==> src/rtl/alu_seq_unit.sv <==
// alu_seq_unit: sequential front-end for the word-level ALU datapath.
// It accepts one operation over a req valid/ready handshake. The operation
// finishes in one cycle, or over several cycles for MUL and ROLN. The unit
// returns a registered result with carry and zero flags over a rsp
// valid/ready handshake.
//
// Ports:
//   clk, rst              rising-edge clock, synchronous active-high reset
//   req_valid/req_ready   request handshake; ready only while idle
//   req_op, req_a, req_b  opcode and operands (req_b[SHW-1:0] = shift amount)
//   req_cin               carry-in, used by ADD only
//   rsp_valid/rsp_ready   response handshake
//   rsp_result            result word
//   rsp_cout, rsp_zero    carry/borrow/overflow flag, result-is-zero flag
//   busy                  high while executing or holding a response
module alu_seq_unit #(
  parameter int WIDTH = 20,
  parameter int OPW   = 4,
  parameter int SHW   = 4
) (
  input  logic             clk,
  input  logic             rst,
  input  logic             req_valid,
  output logic             req_ready,
  input  logic [OPW-1:0]   req_op,
  input  logic [WIDTH-1:0] req_a,
  input  logic [WIDTH-1:0] req_b,
  input  logic             req_cin,
  output logic             rsp_valid,
  input  logic             rsp_ready,
  output logic [WIDTH-1:0] rsp_result,
  output logic             rsp_cout,
  output logic             rsp_zero,
  output logic             busy
);

  localparam int CW = $clog2(WIDTH + 1);

  typedef enum logic [1:0] {IDLE, EXEC, DONE} state_t;
  typedef enum logic [OPW-1:0] {
    OP_PASSA, OP_PASSB, OP_NOT, OP_AND, OP_OR, OP_XOR, OP_ADD, OP_SUB,
    OP_INC, OP_SHL, OP_SHR, OP_ROL1, OP_ROR1, OP_MUL, OP_ROLN, OP_CMP
  } op_t;

  state_t             state, state_nxt;
  logic [OPW-1:0]     op_reg;
  logic [WIDTH-1:0]   a_reg;
  logic [2*WIDTH-1:0] acc;
  logic [CW-1:0]      cnt;

  logic [SHW-1:0]     amt;
  logic [WIDTH:0]     add_sum, sub_diff, inc_sum;
  logic [WIDTH-1:0]   res_c;
  logic               cout_c, zero_c;
  logic [WIDTH:0]     mul_sum;
  logic [2*WIDTH-1:0] mul_next;
  logic [WIDTH-1:0]   rol_next;
  logic               last;

  // Single-cycle results, computed directly from the request at acceptance.
  always_comb begin
    amt      = req_b[SHW-1:0];
    add_sum  = {1'b0, req_a} + {1'b0, req_b} + {{WIDTH{1'b0}}, req_cin};
    sub_diff = {1'b0, req_a} - {1'b0, req_b};
    inc_sum  = {1'b0, req_a} + (WIDTH+1)'(1);
    res_c    = '0;
    cout_c   = 1'b0;
    case (op_t'(req_op))
      OP_PASSA: res_c = req_a;
      OP_PASSB: res_c = req_b;
      OP_NOT:   res_c = ~req_a;
      OP_AND:   res_c = req_a & req_b;
      OP_OR:    res_c = req_a | req_b;
      OP_XOR:   res_c = req_a ^ req_b;
      OP_ADD:   {cout_c, res_c} = add_sum;
      OP_SUB:   {cout_c, res_c} = sub_diff;
      OP_INC:   {cout_c, res_c} = inc_sum;
      OP_SHL:   res_c = req_a << amt;
      OP_SHR:   res_c = req_a >> amt;
      OP_ROL1:  res_c = {req_a[WIDTH-2:0], req_a[WIDTH-1]};
      OP_ROR1:  res_c = {req_a[0], req_a[WIDTH-1:1]};
      // Only reached here with a zero amount; nonzero amounts iterate.
      OP_ROLN:  res_c = req_a;
      OP_CMP:   cout_c = (req_a < req_b);
      default:  res_c = '0;
    endcase
    zero_c = (op_t'(req_op) == OP_CMP) ? (req_a == req_b) : (res_c == '0);
  end

  // Iteration step. MUL keeps the multiplier in acc's low half: add A to
  // the high half when the current multiplier bit is set, then shift the
  // product right by one.
  always_comb begin
    mul_sum  = {1'b0, acc[2*WIDTH-1:WIDTH]} + (acc[0] ? {1'b0, a_reg} : '0);
    mul_next = {mul_sum, acc[WIDTH-1:1]};
    rol_next = {a_reg[WIDTH-2:0], a_reg[WIDTH-1]};
    last     = (cnt == CW'(1));
  end

  always_ff @(posedge clk) begin
    if (rst) state <= IDLE;
    else     state <= state_nxt;
  end

  always_comb begin
    state_nxt = state;
    req_ready = 1'b0;
    rsp_valid = 1'b0;
    busy      = 1'b1;
    case (state)
      IDLE: begin
        req_ready = 1'b1;
        busy      = 1'b0;
        if (req_valid) begin
          if (op_t'(req_op) == OP_MUL ||
              (op_t'(req_op) == OP_ROLN && amt != '0))
            state_nxt = EXEC;
          else
            state_nxt = DONE;
        end
      end
      EXEC: if (last) state_nxt = DONE;
      DONE: begin
        rsp_valid = 1'b1;
        if (rsp_ready) state_nxt = IDLE;
      end
      default: state_nxt = IDLE;
    endcase
  end

  always_ff @(posedge clk) begin
    if (rst) begin
      op_reg     <= '0;
      a_reg      <= '0;
      acc        <= '0;
      cnt        <= '0;
      rsp_result <= '0;
      rsp_cout   <= 1'b0;
      rsp_zero   <= 1'b0;
    end else begin
      case (state)
        IDLE: if (req_valid) begin
          op_reg <= req_op;
          a_reg  <= req_a;
          if (op_t'(req_op) == OP_MUL) begin
            acc <= {{WIDTH{1'b0}}, req_b};
            cnt <= CW'(WIDTH);
          end else if (op_t'(req_op) == OP_ROLN && amt != '0) begin
            cnt <= CW'(amt);
          end else begin
            rsp_result <= res_c;
            rsp_cout   <= cout_c;
            rsp_zero   <= zero_c;
          end
        end
        EXEC: begin
          cnt <= cnt - CW'(1);
          if (op_t'(op_reg) == OP_MUL) begin
            acc <= mul_next;
            if (last) begin
              rsp_result <= mul_next[WIDTH-1:0];
              rsp_cout   <= |mul_next[2*WIDTH-1:WIDTH];
              rsp_zero   <= (mul_next[WIDTH-1:0] == '0);
            end
          end else begin
            a_reg <= rol_next;
            if (last) begin
              rsp_result <= rol_next;
              rsp_cout   <= 1'b0;
              rsp_zero   <= (rol_next == '0);
            end
          end
        end
        default: ;
      endcase
    end
  end

endmodule

==> config.mk <==
export PLATFORM = sky130hd
export DESIGN_NAME = alu_seq_unit
export DESIGN_NICKNAME = d
export VERILOG_FILES = /design/src/rtl/alu_seq_unit.sv
export SDC_FILE = /design/constraint.sdc
export NUM_CORES = 1
export LEC_CHECK = 0
export CAP_MARGIN = 20
export CELL_PAD_IN_SITES_DETAIL_PLACEMENT = 1
export CELL_PAD_IN_SITES_GLOBAL_PLACEMENT = 1
export CORE_MARGIN = 4
export CORE_UTILIZATION = 50
export CTS_BUF_LIST = sky130_fd_sc_hd__clkbuf_2
export DETAILED_ROUTE_END_ITERATION = 8
export PLACE_DENSITY_LB_ADDON = 0.08
export SYNTH_ARGS = -nofsm -noshare
export SYNTH_HDL_FRONTEND = slang
export SYNTH_SLANG_ARGS = --single-unit
==> constraint.sdc <==
create_clock -name clk -period 14.2 [get_ports clk]
set_clock_uncertainty 0.2 [all_clocks]
set_input_delay 3.55 -clock clk [delete_from_list [all_inputs] [get_ports clk]]
set_output_delay 3.55 -clock clk [all_outputs]
set_load 0.1 [all_outputs]
=== Word level (Yosys, flattened, before mapping) ===
Index checks and enable logic that the tools add are counted.

* Eq/ne operators: 29
* Multiplexer cells: 44
* Shift-type cells: 2
* Div/mod/pow operators: 0
* Add/subtract/negate cells: 6
* $lt $le $gt $ge: 1
* Bitwise logic cells: 4
* Reductions and logical operators: 17
* Multipliers: 0

{| class="wikitable"
|+ Operators by type and width
! kind !! count
|-
| case mux 20 bit (13 select lines) || 1
|-
| two-way mux 20 bit || 9
|-
| two-way mux 40 bit || 3
|-
| case mux 20 bit (2 select lines) || 2
|-
| case mux 40 bit (2 select lines) || 1
|-
| zero test 20 bit || 3
|-
| adder 20 x 20 -> 21 bit || 2
|-
| == test 4 bit (second input constant) || 9
|-
| adder 20 x 1 -> 21 bit (second input constant) || 1
|-
| adder 21 x 1 -> 21 bit || 1
|-
| subtractor 20 x 20 -> 21 bit || 1
|-
| bitwise AND 20 bit || 1
|-
| == test 20 bit || 1
|-
| less-than comparator 20 bit || 1
|-
| inverter 20 bit || 1
|-
| bitwise OR 20 bit || 1
|-
| OR reduction 20 bit || 1
|-
| left shift 20 x 4 -> 20 bit || 1
|-
| right shift 20 x 4 -> 20 bit || 1
|-
| XOR 20 bit || 1
|-
| == test 4 x 3 -> 1 bit (second input constant) || 4
|-
| two-way mux 1 bit || 16
|-
| != test 2 bit (second input constant) || 8
|-
| two-way mux 5 bit || 3
|-
| 23 further kinds || 30
|}

* Word-level logic and storage cells: 111
* Register bits after elaboration: 93
* Memories: 0
* Bits in latches: 0
* Memory bits (writable): 0
* ROM bits: 0

=== Depth between registers and ports, before layout ===
* Depth after elaboration: 9
* Depth in mapped cells: 16

=== Worst setup path after synthesis ===
OpenSTA, ideal clock, no wires.

* Path type: input -> register
* From: input req_b[1]
* To: register rsp_zero
* Data required time: 13,913 ps
* Buffers on the path: 2
* Stages: 14
* Arrival time: 6,781 ps
* Slack: 7,132 ps
* Cell sequence: clkinv_1 buf_1 clkbuf_1 ha_1 mux2_2 a221oi_1 a31oi_1 a2111oi_0 o2111ai_1 nor4_1 nand4_1 nor4_1 nand4_1 o31ai_1

* Word-level cells in the longest chain between the ends: 9
* Elaborated cells between the ends (all ways): 20
* Classes of those cells: 3 x add/sub; 2 x eq/ne; 2 x shift; 6 x mux; 3 x bitwise; 4 x reduce/logical

{| class="wikitable"
|+ Ends and longest elaborated chain
! element !! line !! source
|-
| from (decl) || 27 || <nowiki>input logic [WIDTH-1:0] req_b,</nowiki>
|-
| adder 20 x 20 -> 21 bit || 63 || <nowiki>add_sum = {1'b0, req_a} + {1'b0, req_b} + {{WIDTH{1'b0}}, req_cin};</nowiki>
|-
| adder 21 x 1 -> 21 bit || 63 ||
|-
| case mux 20 bit (13 select lines) || 68 || <nowiki>case (op_t'(req_op))</nowiki>
|-
| zero test 20 bit || 87 || <nowiki>zero_c = (op_t'(req_op) == OP_CMP) ? (req_a == req_b) : (res_c == '0);</nowiki>
|-
| two-way mux 1 bit || 87 ||
|-
| two-way mux 1 bit || 148 || <nowiki>end else if (op_t'(req_op) == OP_ROLN && amt != '0) begin</nowiki>
|-
| two-way mux 1 bit || 145 || <nowiki>if (op_t'(req_op) == OP_MUL) begin</nowiki>
|-
| two-way mux 1 bit || 142 || <nowiki>IDLE: if (req_valid) begin</nowiki>
|-
| case mux 1 bit (2 select lines) || 141 || <nowiki>case (state)</nowiki>
|-
| to (signal assigned) || 153 || <nowiki>rsp_zero <= zero_c;</nowiki>
|-
| to (signal assigned) || 163 || <nowiki>rsp_zero <= (mul_next[WIDTH-1:0] == '0);</nowiki>
|-
| to (signal assigned) || 170 || <nowiki>rsp_zero <= (rol_next == '0);</nowiki>
|-
| to (decl) || 33 || <nowiki>output logic rsp_zero,</nowiki>
|}

Parallel ways exist; a longest one is shown, timed or not. The select of a mux whose other input is x is not followed.
A chain may end at the register's enable or synchronous reset.

=== Final worst setup path ===
* From: input req_a[1]
* To: register rsp_zero

* Word-level cells in the longest chain between the ends: 9
* Elaborated cells between the ends (all ways): 18
* Classes of those cells: 4 x add/sub; 1 x eq/ne; 2 x shift; 6 x mux; 4 x bitwise; 1 x reduce/logical

{| class="wikitable"
|+ Ends and longest elaborated chain
! element !! line !! source
|-
| from (decl) || 26 || <nowiki>input logic [WIDTH-1:0] req_a,</nowiki>
|-
| adder 20 x 20 -> 21 bit || 63 ||
|-
| adder 21 x 1 -> 21 bit || 63 ||
|-
| case mux 20 bit (13 select lines) || 68 ||
|-
| zero test 20 bit || 87 ||
|-
| two-way mux 1 bit * || 87 ||
|-
| two-way mux 1 bit * || 148 ||
|-
| two-way mux 1 bit * || 145 ||
|-
| two-way mux 1 bit * || 142 ||
|-
| case mux 1 bit (2 select lines) * || 141 ||
|}

Mark *: on every way between the ends. The rest lies on a longest branch, timed or not. The select of a mux whose other input is x is not followed.

==> impl_metrics.tcl <==
set metrics [dict create \
    routed-via-count 14616 \
    boundaryPins 74 \
    crit_chain "clkdlybuf4s50_1 -> inv_1 -> ha_1 -> mux2_2 -> a221oi_1 -> a31oi_1 -> a2111oi_0 -> o2111ai_1 -> nor4_1 -> nand4_1 -> nor4_1 -> nand4_1 -> o31ai_1" \
    max-vdd-ir-drop_mv 0.0409 \
    hold_path.class "reg2reg" \
    power_mw 0.857 \
    setup_violations 0 \
    core_mm2 0.0236 \
    seqPwrFrac 0.343 \
    hpwl_um 42500 \
    cp.arrival_ns 8.52 \
    rows 56 \
    vias_per_cell 7.28 \
    drv_cap 0 \
    first_global_vias 14382 \
    yosysWarnings 0 \
    numPortBuffers 73 \
    pwr-share-comb 0.493 \
    crit_path_end_kind "flop" \
    cts_setup_buffers 0 \
    crit_buf_inv 2 \
    placed_area_mm2 0.0129 \
    hold-worst-slack_ns 0.282 \
    cts_max_level 3 \
    yosysSeqAreaShare 0.154 \
    drc 0 \
    die_h_um 163 \
    crit_fanout 16 \
    final.setup.tns_ns 0 \
    clock-root-buffer "clkbuf_2" \
    nFillCells 3099 \
    maxSlewHeadroom 0.192 \
    worstMarginPinSlew_ns 1.21 \
    final_cell_area_mm2 0.0130 \
    clockPowerShare 0.165 \
    final_hold_viol_count 0 \
    ant_nets 0 \
    numCtsBuffers 9 \
    crit_slowest_cell "a2111oi_0" \
    p_leak_nw 4.95 \
    ctsHoldBuffers 0 \
    multiInputGateArea_mm2 0.00936 \
    clkLatencyLatePin_ns 0.61 \
    seqCellArea_mm2 0.00186 \
    powerDensity_mw_per_mm2 65.9 \
    syn_nets 1855 \
    grt_usage 0.417 \
    overflow 0 \
    die_area_mm2 0.0267 \
    die_w_um 163 \
    crit_path_start_kind "input pin" \
    routed_wl_um 57100 \
    post-route-period-util 0.578 \
    first_pass_iters 6 \
    crit_type "in2reg" \
    grt_start_max_net_pins 84 \
    ys_ff_latch 93 \
    start_util 0.512 \
    syn_to_final_growth_pct 7.63 \
    rsz0062_at_grt "false" \
    fin_nets 1827 \
    largest_reg_flops 40 \
    synth_cell_types 84 \
    async_flop_share 0 \
    cts_resized 0 \
    clock_sinks 93 \
    syn_avg_cell_area_um2 7.05 \
    syn_area_mm2 0.0121 \
    clkTransAtPathRegs_ns 0.27 \
    period_minus_slack_ns 8.20 \
    clockBufferDepth 2 \
    switching_share 0.475 \
    grt_pass1_wl_um 86600 \
    worst_ep_required_time_ns 14.51 \
    crit_family "compound AO/OA/AOI/OAI gates" \
    slew_viol_final 0 \
    timing.final.ws_setup_ns 6.00 \
    synth_area_leader_cell "dfxtp_1" \
    status "complete, no violations" \
    synth.top_cell.area_share 0.154 \
    antenna_found_initial 3 \
    first_iter_violations 1999 \
    wl_per_cell_um 28.4 \
    pre_cts_ws_ns 5.56 \
    cts_tree "yes" \
    fmax_ghz 0.122 \
    p_sw_mw 0.407 \
    p_int_mw 0.450 \
    drive_gt1_frac 0.0675 \
    synth_ff_type "dfxtp_1" \
    gp_congestion 1.10 \
    cp_slowest_stage_delay_ns 1.00 \
    syn_inst 1713 \
    yosys-top-cells-area "dfxtp_1 (15%), ha_1 (9.2%), nand2_1 (7.2%)" \
    synth_edf_count 0 \
]
==> layout make-up <==
class	count	share of cell area
tap	319	0.0307
clock buffer	9	0.00346
antenna	1	0.000192
inverter	83	0.0240
timing repair buffer	107	0.0730
sequential	93	0.143
clock inverter	6	0.00548
multi-input combinational	1391	0.720
==> final timing paths <==
path,start,to,slack [ns],cells after the start
worst max-delay path,req_a[1],rsp_zero,6.00,13
worst min-delay path,rsp_result[14],rsp_result[14],0.28,2
worst max register to register,acc[0],rsp_cout,9.24,13
worst min register to register,rsp_result[14],rsp_result[14],0.28,2
==> power by group through the flow <==
stage | clock (mW) | combinational, mW | sequential [mW]
6_report | 0.141 | 0.422 | 0.294
3_5_place_dp | 0 | 0.406 | 0.298
2_1_floorplan | 0 | 0.231 | 0.330
5_1_grt | 0.154 | 0.441 | 0.296
3_3_place_gp | 0 | 0.398 | 0.297
4_1_cts | 0.143 | 0.407 | 0.293
==> Yosys cell counts, drive strengths merged (38+ instances only) <==
cell type and instances:
clkbuf 115, a21oi 109, inv 81, a22oi 38
nand2 233, dfxtp 93, nand3 54, o21ai 68
a311oi 45, nor3 43, nor2 172, ha 89
==> layer usage <==
| metal | track usage | vias up | share of wire |
|---|---|---|---|
| met3 | 0.0651 | 275 | 0.091 |
| met5 | 0 | - | 0.00016 |
| met1 | 0.526 | 7114 | 0.39 |
| met2 | 0.659 | 937 | 0.44 |
| met4 | 0.274 | 2 | 0.081 |
| li1 | - | 6288 | - |
==> cells in the final DEF, fill, tap and decap left out, types with 7 or more instances in the layout <==
| master | netlist | layout |
|---|---|---|
| a211o_1 | 10 | 10 |
| a211oi_1 | 22 | 21 |
| a21o_1 | 11 | 11 |
| a21oi_1 | 107 | 106 |
| a221o_1 | 7 | 7 |
| a221oi_1 | 13 | 13 |
| a22oi_1 | 38 | 38 |
| a311oi_1 | 45 | 45 |
| a31oi_1 | 15 | 15 |
| and2_1 | 26 | 26 |
| and3_1 | 13 | 13 |
| buf_2 | 17 | 8 |
| buf_4 | 2 | 33 |
| clkbuf_2 | 0 | 9 |
| clkdlybuf4s50_1 | 0 | 65 |
| dfxtp_1 | 93 | 93 |
| ha_1 | 89 | 89 |
| inv_1 | 80 | 80 |
| mux2_2 | 17 | 17 |
| mux2i_1 | 33 | 33 |
| mux4_2 | 22 | 22 |
| nand2_1 | 233 | 233 |
| nand2b_1 | 21 | 20 |
| nand3_1 | 54 | 54 |
| nand4_1 | 24 | 24 |
| nor2_1 | 172 | 171 |
| nor2b_1 | 23 | 23 |
| nor3_1 | 43 | 43 |
| nor4_1 | 31 | 31 |
| o211ai_1 | 21 | 21 |
| o21a_1 | 8 | 8 |
| o21ai_0 | 68 | 68 |
| o221ai_1 | 16 | 16 |
| o22ai_1 | 28 | 28 |
| o311ai_0 | 7 | 7 |
| or3_1 | 7 | 7 |
| or4_1 | 8 | 8 |
| xnor2_1 | 33 | 33 |
| xor2_1 | 7 | 7 |
==> metrics by stage <==
stage | std cells | util
floorplan | 1713 | -
global placement | 1992 | 0.545
detailed placement | 1992 | 0.545
CTS | 2007 | 0.550
global route | 2009 | 0.551
finish | 2009 | 0.551
==> worst reg2reg max path, delay by kind of cell, from the launching register on <==
family / cells / cell delay [ns]
flip-flops: 1 / 0.59
adder cells (fa/ha/maj): 2 / 0.63
AND/OR/NAND/NOR: 5 / 1.96
AO/OA/AOI/OAI: 5 / 1.29
XOR/XNOR: 1 / 0.18
==> cell families (layout without fill, tap and decap cells) <==
group,Yosys count,count (layout),synth area share
simple gates,682,682,0.265
other cells,0,1,0
compound gates,504,504,0.295
buf+inv,229,205,0.0742
fa+ha+maj,93,93,0.0988
mux,72,72,0.0842
xor+xnor,40,40,0.0290
flops,93,93,0.154
No activity file was read; power rests on OpenSTA's default activity.
